[config.mk]
export PLATFORM = sky130hd
export DESIGN_NAME = operand_fetch_stage
export DESIGN_NICKNAME = d
export VERILOG_FILES = /design/src/rtl/cpu_isa_pkg.sv /design/src/rtl/reg_scoreboard.sv /design/src/rtl/operand_fetch_stage.sv
export SDC_FILE = /design/constraint.sdc
export NUM_CORES = 1
export LEC_CHECK = 0
export CAP_MARGIN = 5
export CORE_MARGIN = 1.5
export CORE_UTILIZATION = 49
export CTS_BUF_LIST = sky130_fd_sc_hd__clkbuf_4 sky130_fd_sc_hd__clkbuf_8 sky130_fd_sc_hd__clkbuf_16
export DETAILED_ROUTE_END_ITERATION = 8
export GPL_TIMING_DRIVEN = 0
export MAX_ROUTING_LAYER = met4
export PLACE_DENSITY = 0.85
export SLEW_MARGIN = 10
export SYNTH_ARGS = -nofsm -noshare
export SYNTH_HDL_FRONTEND = slang
export SYNTH_SLANG_ARGS = --single-unit
[constraint.sdc]
create_clock -name clock -period 8.3 [get_ports clock]
set_input_delay 1.245 -clock clock [delete_from_list [all_inputs] [get_ports clock]]
set_output_delay 1.245 -clock clock [all_outputs]
set_load 0.03 [all_outputs]
[src/rtl/cpu_isa_pkg.sv]
// ISA definitions shared by decode-side blocks: field positions, opcode classes,
// decode-stage state encoding and small field-extraction helpers.
package cpu_isa_pkg;

   localparam int ISA_DATA_W = 16;
   localparam int ISA_REG_AW = 3;
   localparam int NUM_REGS   = 1 << ISA_REG_AW;

   localparam int OPC_HI   = 15;
   localparam int OPC_LO   = 12;
   localparam int RD_HI    = 11;
   localparam int RD_LO    = 9;
   localparam int RS_HI    = 8;
   localparam int RS_LO    = 6;
   localparam int RT_HI    = 5;
   localparam int RT_LO    = 3;
   localparam int IMM6_HI  = 5;
   localparam int IMM12_HI = 11;

   typedef logic [3:0]            opcode_t;
   typedef logic [ISA_REG_AW-1:0] reg_addr_t;
   typedef logic [ISA_DATA_W-1:0] word_t;

   localparam opcode_t OP_RTYPE       = 4'd0;
   localparam opcode_t OP_LAST_WRITER = 4'd8;
   localparam opcode_t OP_SW          = 4'd9;
   localparam opcode_t OP_BEQ         = 4'd10;
   localparam opcode_t OP_BNE         = 4'd11;
   localparam opcode_t OP_J_FIRST     = 4'd12;
   localparam opcode_t OP_J_LAST      = 4'd15;

   typedef enum logic [1:0] {
      ST_IDLE   = 2'd0,
      ST_DECODE = 2'd1,
      ST_ISSUE  = 2'd2
   } state_e;

   typedef enum logic [1:0] {
      SRC2_NONE = 2'd0,
      SRC2_RT   = 2'd1,
      SRC2_RD   = 2'd2
   } src2_e;

   function automatic logic writes_rd(opcode_t opc);
      return opc <= OP_LAST_WRITER;
   endfunction

   function automatic logic reads_rs(opcode_t opc);
      return opc < OP_J_FIRST;
   endfunction

   // Stores and branches carry their second operand in the rd field.
   function automatic src2_e port2_src(opcode_t opc);
      if (opc == OP_RTYPE) return SRC2_RT;
      if (opc == OP_SW || opc == OP_BEQ || opc == OP_BNE) return SRC2_RD;
      return SRC2_NONE;
   endfunction

   function automatic word_t extend_imm(word_t w);
      opcode_t opc = w[OPC_HI:OPC_LO];
      if (opc == OP_RTYPE) return '0;
      if (opc >= OP_J_FIRST) return {{(ISA_DATA_W-IMM12_HI-1){1'b0}}, w[IMM12_HI:0]};
      return {{(ISA_DATA_W-IMM6_HI-1){w[IMM6_HI]}}, w[IMM6_HI:0]};
   endfunction

endpackage

[src/rtl/reg_scoreboard.sv]
// Busy bit per architectural register for RAW hazard detection; r0 is never busy.
module reg_scoreboard
   import cpu_isa_pkg::*;
(
   input  logic                  clock,
   input  logic                  reset,
   input  logic                  set_en_i,
   input  logic [ISA_REG_AW-1:0] set_reg_i,
   input  logic                  clr_en_i,
   input  logic [ISA_REG_AW-1:0] clr_reg_i,
   input  logic [ISA_REG_AW-1:0] q1_reg_i,
   input  logic [ISA_REG_AW-1:0] q2_reg_i,
   output logic                  q1_busy_o,
   output logic                  q2_busy_o
);

   logic [NUM_REGS-1:0] busy_q;
   logic [NUM_REGS-1:0] busy_d;

   for (genvar gi = 0; gi < NUM_REGS; gi++) begin : g_busy
      if (gi == 0) begin : g_zero
         assign busy_d[gi] = 1'b0;
      end else begin : g_reg
         // A set on the same edge as a clear of this register must win.
         assign busy_d[gi] = (set_en_i && set_reg_i == reg_addr_t'(gi)) ||
                             (busy_q[gi] && !(clr_en_i && clr_reg_i == reg_addr_t'(gi)));
      end
   end

   always_ff @(posedge clock or posedge reset) begin
      if (reset) begin
         busy_q <= '0;
      end else begin
         busy_q <= busy_d;
      end
   end

   assign q1_busy_o = (q1_reg_i != '0) && busy_q[q1_reg_i];
   assign q2_busy_o = (q2_reg_i != '0) && busy_q[q2_reg_i];

endmodule

[src/rtl/operand_fetch_stage.sv]
// Decode / operand-fetch stage: holds one instruction, reads its sources once no RAW
// hazard is pending, and offers the decoded bundle to execute over valid/ready.
module operand_fetch_stage
   import cpu_isa_pkg::*;
#(
   parameter int DATA_W = ISA_DATA_W,
   parameter int REG_AW = ISA_REG_AW
) (
   input  logic              clock,
   input  logic              reset,
   input  logic              instr_valid,
   input  logic [DATA_W-1:0] instr,
   output logic              instr_ready,
   output logic [REG_AW-1:0] readReg1,
   output logic [REG_AW-1:0] readReg2,
   input  logic [DATA_W-1:0] readData1,
   input  logic [DATA_W-1:0] readData2,
   output logic              op_valid,
   input  logic              op_ready,
   output logic [3:0]        op_opcode,
   output logic [DATA_W-1:0] op_a,
   output logic [DATA_W-1:0] op_b,
   output logic [DATA_W-1:0] op_imm,
   output logic [REG_AW-1:0] op_dest,
   input  logic              wb_valid,
   input  logic [REG_AW-1:0] wb_reg
);

   state_e    state_q, state_d;
   word_t     ir_q;
   word_t     op_a_q, op_b_q, op_imm_q;
   opcode_t   op_opcode_q;
   reg_addr_t op_dest_q;

   opcode_t   ir_opc;
   reg_addr_t src1, src2, dest;
   logic      ir_load, capture, hazard, q1_busy, q2_busy;

   assign ir_opc = ir_q[OPC_HI:OPC_LO];

   // Read addresses always follow IR, so they keep the last instruction while idle.
   always_comb begin
      src1 = reads_rs(ir_opc) ? ir_q[RS_HI:RS_LO] : '0;
      dest = writes_rd(ir_opc) ? ir_q[RD_HI:RD_LO] : '0;
      case (port2_src(ir_opc))
         SRC2_RT: src2 = ir_q[RT_HI:RT_LO];
         SRC2_RD: src2 = ir_q[RD_HI:RD_LO];
         default: src2 = '0;
      endcase
   end

   assign readReg1 = src1;
   assign readReg2 = src2;

   reg_scoreboard u_scoreboard (
      .clock     (clock),
      .reset     (reset),
      .set_en_i  (capture && dest != '0),
      .set_reg_i (dest),
      .clr_en_i  (wb_valid),
      .clr_reg_i (wb_reg),
      .q1_reg_i  (src1),
      .q2_reg_i  (src2),
      .q1_busy_o (q1_busy),
      .q2_busy_o (q2_busy)
   );

   assign hazard = q1_busy || q2_busy;

   always_comb begin
      state_d = state_q;
      ir_load = 1'b0;
      capture = 1'b0;
      case (state_q)
         ST_IDLE: begin
            if (instr_valid) begin
               ir_load = 1'b1;
               state_d = ST_DECODE;
            end
         end
         ST_DECODE: begin
            if (!hazard) begin
               capture = 1'b1;
               state_d = ST_ISSUE;
            end
         end
         ST_ISSUE: begin
            if (op_ready) state_d = ST_IDLE;
         end
         default: state_d = ST_IDLE;
      endcase
   end

   always_ff @(posedge clock or posedge reset) begin
      if (reset) begin
         state_q     <= ST_IDLE;
         ir_q        <= '0;
         op_a_q      <= '0;
         op_b_q      <= '0;
         op_imm_q    <= '0;
         op_opcode_q <= '0;
         op_dest_q   <= '0;
      end else begin
         state_q <= state_d;
         if (ir_load) ir_q <= instr;
         if (capture) begin
            op_a_q      <= readData1;
            op_b_q      <= readData2;
            op_imm_q    <= extend_imm(ir_q);
            op_opcode_q <= ir_opc;
            op_dest_q   <= dest;
         end
      end
   end

   assign instr_ready = (state_q == ST_IDLE);
   assign op_valid    = (state_q == ST_ISSUE);
   assign op_opcode   = op_opcode_q;
   assign op_a        = op_a_q;
   assign op_b        = op_b_q;
   assign op_imm      = op_imm_q;
   assign op_dest     = op_dest_q;

endmodule

* Word-level counts from Yosys, hierarchy flattened
Cells that the tools add are included.
Widths: inputs -> output; s select.
** Storage, ports and cells
- Bits in registers :: 80
- Input port bits :: 56
- Output and inout port bits :: 63
- Logic and storage cells :: 114
** Operators by class
- $lt $le $gt $ge :: 5
- Eq/ne operators :: 24
- Muxes and demuxes :: 30
- Reduce and logical (&&, ||, !) cells :: 47
** Operators by type and width (number)
- $mux 16 :: 4
- $eq 3x3->1 const B :: 8
- $logic_and 1x1->1 :: 24
- $mux 2 :: 7
- $mux 1 :: 13
- $eq 3x2->1 const B :: 4
- $eq 4x4->1 const B :: 3
- $logic_or 1x1->1 :: 10
- $reduce_bool 3->1 :: 3
- $lt 3x4->1 const B :: 2
- $logic_not 1->1 :: 7
- $bmux 1 s3 :: 2
- $eq 3x1->1 const B :: 2
- $mux 3 :: 2
- $pmux 2 s3 :: 1
- $pmux 3 s2 :: 1
- $eq 2x1->1 const B :: 2
- $eq 2x2->1 const B :: 2
- $ge 4x4->1 const B :: 1
- $le 4x4->1 const B :: 1
- $logic_not 4->1 :: 1
- $lt 4x4->1 const B :: 1
- $ne 2x2->1 const B :: 2
- $reduce_and 3->1 :: 1
- other kinds (2) :: 2

* Logic depth before layout (Yosys ltp)
Gate-level depths: netlist of the first run.
- Depth after elaboration :: 20
- Depth in mapped cells :: 9

* Modules after synthesis
A second synthesis of the first run with hierarchy kept.
** Unflattened totals
- Cells, all modules :: 319
- Area, all modules :: 3263.1 µm²
** Modules (own cells, without submodules)
- operand_fetch_stage :: times used 1, cells an instance 275, area an instance 2844.0 µm², seq. area each 1751.7 µm²
- reg_scoreboard :: times used 1, cells an instance 44, area an instance 419.2 µm², seq. area each 175.2 µm²

* Least setup slack after synthesis of the first run
No wires, ideal clock.
- Path kind :: register to output
- Start :: reg ir_q[12]
- End :: out readReg2[2]
- Arrival :: 1.713 ns
- Required time :: 7.055 ns
- Setup slack :: 5.342 ns
- Cell stages (with the launch flop) :: 4
- Buffers on the path :: 1
- Cell sequence :: dfrtp_1 -> buf_2 -> or4b_2 -> a21oi_1
** On the way
- Longest elaborated chain between the ends :: 9
** RTL lines
- start: declaration :: line operand_fetch_stage.sv:30 : word_t ir_q;
- start signal: assignment :: line operand_fetch_stage.sv:105 : if (ir_load) ir_q <= instr;
- $eq 4x4->1 :: line cpu_isa_pkg.sv:55 : if (opc == OP_SW || opc == OP_BEQ || opc == OP_BNE) return SRC2_RD;
- $logic_or 1x1->1 (2 in a row) :: line cpu_isa_pkg.sv:55
- $mux 1 (2 in a row) :: line cpu_isa_pkg.sv:55
- $mux 2 :: line cpu_isa_pkg.sv:56 : return SRC2_NONE;
- $mux 2 * :: line cpu_isa_pkg.sv:55
- $eq 2x2->1 or $eq 2x1->1 (tied branches) :: line operand_fetch_stage.sv:45 : case (port2_src(ir_opc))
- $pmux 3 s2 * :: line operand_fetch_stage.sv:45
- end: declaration :: line operand_fetch_stage.sv:15 : output logic [REG_AW-1:0] readReg2,
Mark *: on every way between the ends. The rest lies on a longest branch, timed or not. The select of a mux whose other input is x is not followed.

* Final worst setup path of the first run
Ends and elaborated chain as after synthesis.

==> metrics, run 1 <==
result of the run complete, no violations; main area contributors after synthesis dfrtp_1 56%, mux2_1 12%, mux2_2 5.3%; Post-route DRC 0; detailed router's first-iteration violation count 78; portion of netlist area occupied by mux cells 22.48%; FF+latch count, synth 77; proportion of synthesized flip-flops having asynchronous set or reset 100.0%; number of buffers added by the clock tree synthesis step 9; combinational cell fraction of total power between 50% and 60%; mean instance size in the synthesized netlist between 10 and 15 um^2; reg-to-reg critical path endpoint op_b[5]; hold violation count in the final report 0; top cell types by occurrence after synthesis 77 x dfrtp_1, 37 x mux2_1, 20 x inv_1, 17 x mux2i_1; buffers inserted during post-CTS setup optimization 0; Max Root-Sink Buffers 2; internal power 1.252 mW; library cell with the highest instance count after synthesis dfrtp_1; minimum setup slack in the final design between 4000 and 5000 ps; number of max-slew violations in the final report 0; number of levels the H-tree was split into 3; startpoint-to-endpoint class of the critical path register to output port; synthesis-to-layout area growth 43.64%; launch instance of the worst min-delay path op_opcode[3]; VDD IR-drop max 210.1 uV; largest driver fanout on the critical path 10; Setup TNS 0 ps; origin of the critical flop-to-flop path ir_q[12]; TritonCTS clock tree done; share of power burned in the clock network 12.0%; R2R depth 8; total wire length after detailed routing ~7700 um; area leader, netlist dfrtp_1; Inserted Diodes 0; crit path capture type output port; compound-cell area share of the yosys netlist 7.847%; switching share of power 42.75%; Min-Delay Path Class register to register; average routed wire per standard cell 15.83 um; initial antenna violation count 0; end of the worst hold path op_opcode[3]; clock-pin slew of the registers on the worst-case setup and hold paths around 80 ps; hold depth 1; number of distinct library cells after synthesis 40; vias in the first global route 2,537; worst slack on hold paths 486.9 ps; final worst clock skew between 10 and 15 ps; adder and majority cell fraction of the synthesized area 0%; total core area approximately 0.0068 mm^2; maximum operating frequency about 0.26 GHz; Critical Path RT slightly above 7000 ps; leakage power figure approximately 2.1 nW; pin count of the biggest net entering global routing 45; cell area after placement 0.004716 mm^2; share of total power in sequential cells 30.3%; count of yosys warnings during synthesis 0; fill cell total of the finished layout 515; clock network latency to the later pin of the worst-skew pair roughly 340 ps; starting utilization of the core area 50.50%; number of rows created at floorplan 30; number of gates given a new drive strength after cts 0; pwr/cell area 446.2 mW/mm^2; setup slack of the most critical reg-to-reg path between 5000 and 6000 ps; final worst path period share about 47%; worst slew margin relative to its limit 18.84%; IO Count 119; DIE AREA 0.007473 mm^2; final-stage net count 455; unrepaired setup endpoints after global routing false; count of maximum capacitance violations 0; number of nets with antenna violations after routing 0; horizontal die dimension between 80 and 90 um; global route total overflow 0; combinational family with the most area after synthesis multiplexers; arrival time reported for the critical path endpoint 2640 ps; end-of-flow core utilization 72.54%; sequential fraction of the synthesis area 56.47%; Post-Synth Simple-Gate Area 7.737%; area fraction of the dominant cell type after synthesis 56.47%; IO buf count ~120; clock period minus worst slack 3885 ps; # setup viols final 0; count of flip-flops with a built-in enable after synthesis 0; Clock Sinks 77; Overall Global Routing Usage 22.28%; pin slew with the least headroom to its limit 1207 ps; post-DR vias/cell 5.357; via count of the routed design 2,593; root buffer selected by CTS clkbuf_8; pre-CTS setup slack around 4800 ps; parity-gate share of the synthesized area counting xor and xnor cells 0%; post-synthesis cell area between 0.003 and 0.004 mm^2; type of origin of the critical path register; hold_buf cts 0; total iterations of the first detailed-routing run 4; synthesized instance count between 200 and 300; Synthesized Nets 325; gpl congestion 0.9279; post-detailed-placement half-perimeter wirelength around 5700 um; die height between 80 and 90 um; first-pass GRT wire length 12,430 um; ratio of cells with drive above 1 in the final layout 11.88%; Psw 0.9348 mW; final std cell area, no fill slightly below 0.005 mm^2; Primary FF master, synth dfrtp_1
-- critical path, cell delays in order (launching register included) --
cell             delay [ps]
dfrtp_1                 360
buf_2                   160
or4b_2                  680
a21oi_1                 340
clkdlybuf4s50_1         740
-- how the worst max path moves through the flow --
stage                   from          end  cells after the start
global placement       reset      op_b[1]                      2
global route        ir_q[12]  readReg2[2]                      4
detailed placement  ir_q[12]  readReg2[2]                      4
floorplan              reset      ir_q[0]                      1
finish              ir_q[12]  readReg2[2]                      4
CTS                 ir_q[12]  readReg2[2]                      4
-- metrics by stage --
step | std cells | power (mW)
detailed placement | 468 | 1.938
global route | 484 | 2.316
CTS | 484 | 2.203
floorplan | 269 | 1.463
finish | 484 | 2.187
global placement | 467 | 1.897
-- kinds of logic (layout without fill, tap and decap cells) --
kind of cell           Yosys count  after routing
AOI/OAI and AO/OA               36             36
buffers and inverters           40            175
DFF                             77             77
muxes                           70             70
and+or+nand+nor                 46             46
-- power by group through the flow --
stage | Sequential, mW | Clock [mW] | Combinational [mW]
floorplan | 0.910 | 0 | 0.554
global placement | 0.659 | 0 | 1.24
detailed placement | 0.669 | 0 | 1.27
CTS | 0.664 | 0.267 | 1.27
global route | 0.686 | 0.286 | 1.34
finish | 0.662 | 0.263 | 1.26
-- flip-flops by register name, summed over array words and instances, names as in the netlist --
signal               flops
state_q                  2
op_imm                  13
op_dest                  3
op_a                    16
op_b                    16
u_scoreboard.busy_q      7
ir_q                    16
op_opcode                4
-- cell usage in the layout, fill, tap and decap left out, types with 2 or more instances in the layout --
| master | n |
|---|---|
| a41o_1 | 3 |
| or4b_1 | 2 |
| nand2b_1 | 4 |
| mux2_2 | 16 |
| buf_2 | 2 |
| mux2_1 | 37 |
| o211ai_1 | 3 |
| inv_1 | 19 |
| clkbuf_8 | 10 |
| clkdlybuf4s50_1 | 118 |
| nor2b_1 | 4 |
| a21oi_1 | 3 |
| clkbuf_4 | 2 |
| a221oi_1 | 2 |
| o21a_1 | 3 |
| buf_4 | 9 |
| nand4_1 | 2 |
| clkinvlp_4 | 2 |
| a21o_1 | 3 |
| dfrtp_1 | 77 |
| o21ai_0 | 7 |
| mux2i_1 | 17 |
| nand3_1 | 2 |
| nand2_1 | 16 |
| and2_1 | 3 |
| nor2_1 | 4 |
| a211oi_1 | 2 |
| clkbuf_1 | 8 |
| nand4b_1 | 3 |
| a32o_1 | 3 |
-- per-layer routing --
metal  vias to the layer above  share of wire [%]  GRT usage (%)
li1                       1202                  -              -
met3                        20                6.0          4.286
met4                         0                2.5          9.091
met2                       104                 50          35.80
met5                         -                  0              -
met1                      1267                 42          27.84
-- layout make-up --
type                       count  area [um^2]  area share (%)
sequential                    77         1927           39.32
multi-input combinational    152         1299           26.50
timing repair buffer         119         1201           24.51
clock buffer                  12        152.6           3.115
buffer                        20        111.4           2.272
tap                           80        100.1           2.042
inverter                      20        77.57           1.583
clock inverter                 4        32.53          0.6638
Power figures use the tool's default switching activity.
==> inputs of run 2 (changes only) <==
CORE_UTILIZATION = 41   (was 49)
PLACE_DENSITY = 0.76   (was 0.85)
clock period = 3.32 ns   (was 8.3 ns; I/O delays follow)
==> run 2 against run 1 <==
  * Sequential share of layout area fell by 0.51 points
  * Clock skew rose by 1.6 ps
  * Wire length rose by 5.4%
  * Sequential power rose to 2.5 times the previous value
  * Cell count rose by 5.0%
  * Clock power rose to 3.0 times the previous value
  * First-iteration DRC count rose by 1.3%
==> metrics, run 2 (same netlist as run 1, synthesis figures left out) <==
final worst path period share 92.72%; worst slack on hold paths between 400 and 500 ps; launch instance of the worst min-delay path op_a[14]; share of power burned in the clock network between 10% and 20%; peak per-stage delay on the critical path about 760 ps; combinational cell fraction of total power 56.5%; total iterations of the first detailed-routing run 4; horizontal die dimension ~94 um; final-stage net count 455; cell type group with the largest total delay on the critical path buffers and inverters; Post-route DRC 0; gpl congestion 0.8614; origin of the critical flop-to-flop path ir_q[12]; number of nets with antenna violations after routing 0; VDD IR-drop max 529.8 uV; Overall Global Routing Usage approximately 20%; setup slack of the most critical reg-to-reg path 300 ps; initial antenna violation count 0; WP buf/inv 2; via count of the routed design 2,562; starting utilization of the core area between 40% and 50%; unrepaired setup endpoints after global routing false; hold depth 1; arrival time reported for the critical path endpoint ~2600 ps; clock-pin slew of the registers on the worst-case setup and hold paths 80 ps; pwr/cell area 1129 mW/mm^2; pin slew with the least headroom to its limit 1243 ps; post-detailed-placement half-perimeter wirelength 6017 um; hold violation count in the final report 0; Inserted Diodes 0; worst slew margin relative to its limit about 16%; Critical Path RT 2820 ps; average routed wire per standard cell 15.91 um; Min-Delay Path Class register to register; IO buf count about 120; first-pass GRT wire length 12,920 um; minimum setup slack in the final design 241.6 ps; number of gates given a new drive strength after cts 0; final worst clock skew 11.72 ps; number of buffers added by the clock tree synthesis step 9; buffers inserted during post-CTS setup optimization 0; Crit-path slowest cell clkdlybuf4s50_1; largest driver fanout on the critical path 10; detailed router's first-iteration violation count 79; post-DR vias/cell 5.043; Clock Sinks 77; crit path capture type output port; internal power 3.264 mW; switching share of power 41.76%; number of levels the H-tree was split into 3; Tot Pwr 5.605 mW; IO Count 119; final std cell area, no fill 0.004965 mm^2; result of the run complete, no violations; pre-CTS setup slack 284.6 ps; R2R depth 8; fill cell total of the finished layout between 600 and 700; global route total overflow 0; total area of sequential cells 0.001927 mm^2; leakage power figure 2.135 nW; startpoint-to-endpoint class of the critical path register to output port; most common library cell in the layout ignoring fill and taps clkdlybuf4s50_1; Max Root-Sink Buffers 2; die height approximately 94 um; maximum operating frequency 0.3248 GHz; count of maximum capacitance violations 0; end-of-flow core utilization 61.04%; TritonCTS clock tree done; type of origin of the critical path register; # setup viols final 0; cell area after placement 0.004747 mm^2; total wire length after detailed routing 8081 um; Psw 2.341 mW; DIE AREA 0.008878 mm^2; number of max-slew violations in the final report 0; pin count of the biggest net entering global routing 44; number of rows created at floorplan 33; share of total power in sequential cells 29.6%; clock period minus worst slack 3078 ps; vias in the first global route 2,623; total core area 0.008134 mm^2; area of combinational cells with multiple inputs 0.001299 mm^2; most frequent cells in the layout 118 x clkdlybuf4s50_1, 77 x dfrtp_1, 37 x mux2_1; reg-to-reg critical path endpoint op_opcode[0]; chain of cells forming the critical path buf_2 > or4b_2 > a21oi_1 > clkdlybuf4s50_1; ratio of cells with drive above 1 in the final layout 11.66%; synthesis-to-layout area growth 45.51%; hold_buf cts 0; clock network latency to the later pin of the worst-skew pair 340 ps; root buffer selected by CTS clkbuf_8; end of the worst hold path op_a[14]
-- run 2: changes by cell type in the layout (fill, tap and decap cells not counted), sizes merged --
| cell | delta |
|---|---|
| clkbuf | -1 |
| bufinv | +2 |
| clkinvlp | -1 |
| inv | -1 |
-- run 2: final cells by class --
| class | count | share of cell area (%) |
|---|---|---|
| clock inverters | 4 | 1.462 |
| inverters | 20 | 1.563 |
| well taps | 105 | 2.646 |
| clock buffers | 11 | 2.923 |
| plain buffers | 20 | 2.243 |
| repair buffers | 119 | 24.19 |
| flip-flops and latches | 77 | 38.81 |
| multi-input cells | 152 | 26.16 |
-- run 2: per-layer routing --
metal / GRT usage (%) / vias up / part of all wire [%]
met4: 9.701 / 0 / 2.6
met5: - / - / 0
met1: 23.71 / 1269 / 43
met3: 3.722 / 17 / 4.3
met2: 32.43 / 73 / 50
li1: - / 1203 / -
-- run 2: worst max path at each step --
stage	start	end	slack, ps	cells after the start
CTS	ir_q[12]	readReg2[2]	230	4
global route	ir_q[12]	op_imm[14]	140	8
global placement	reset	op_imm[4]	-400	2
detailed placement	ir_q[13]	op_opcode[0]	280	8
finish	ir_q[12]	readReg2[2]	240	4
floorplan	ir_q[12]	op_opcode[3]	370	7
-- run 2: worst reg2reg max path, cell delays in order (launching register included) --
cell	delay (ps)
dfrtp_1	360
buf_2	170
or4b_1	580
a21o_1	210
a221oi_1	330
o21ai_1	150
a211oi_2	460
buf_4	300
mux2_1	340
-- run 2: power groups by stage --
stage                     Combinational, mW  Sequential (mW)  Clock [mW]
after floorplan                        1.38             2.27           0
after global placement                 3.13             1.65           0
after detailed placement               3.20             1.67           0
after CTS                              3.21             1.66       0.798
after global routing                   3.38             1.71       0.838
final                                  3.17             1.66       0.778
-- run 2: per-stage QoR --
| stage | std cells | TNS [ps] |
|---|---|---|
| CTS | 508 | 0 |
| global route | 508 | 0 |
| floorplan | 269 | 0 |
| detailed placement | 493 | 0 |
| finish | 508 | 0 |
| global placement | 492 | -30280 |
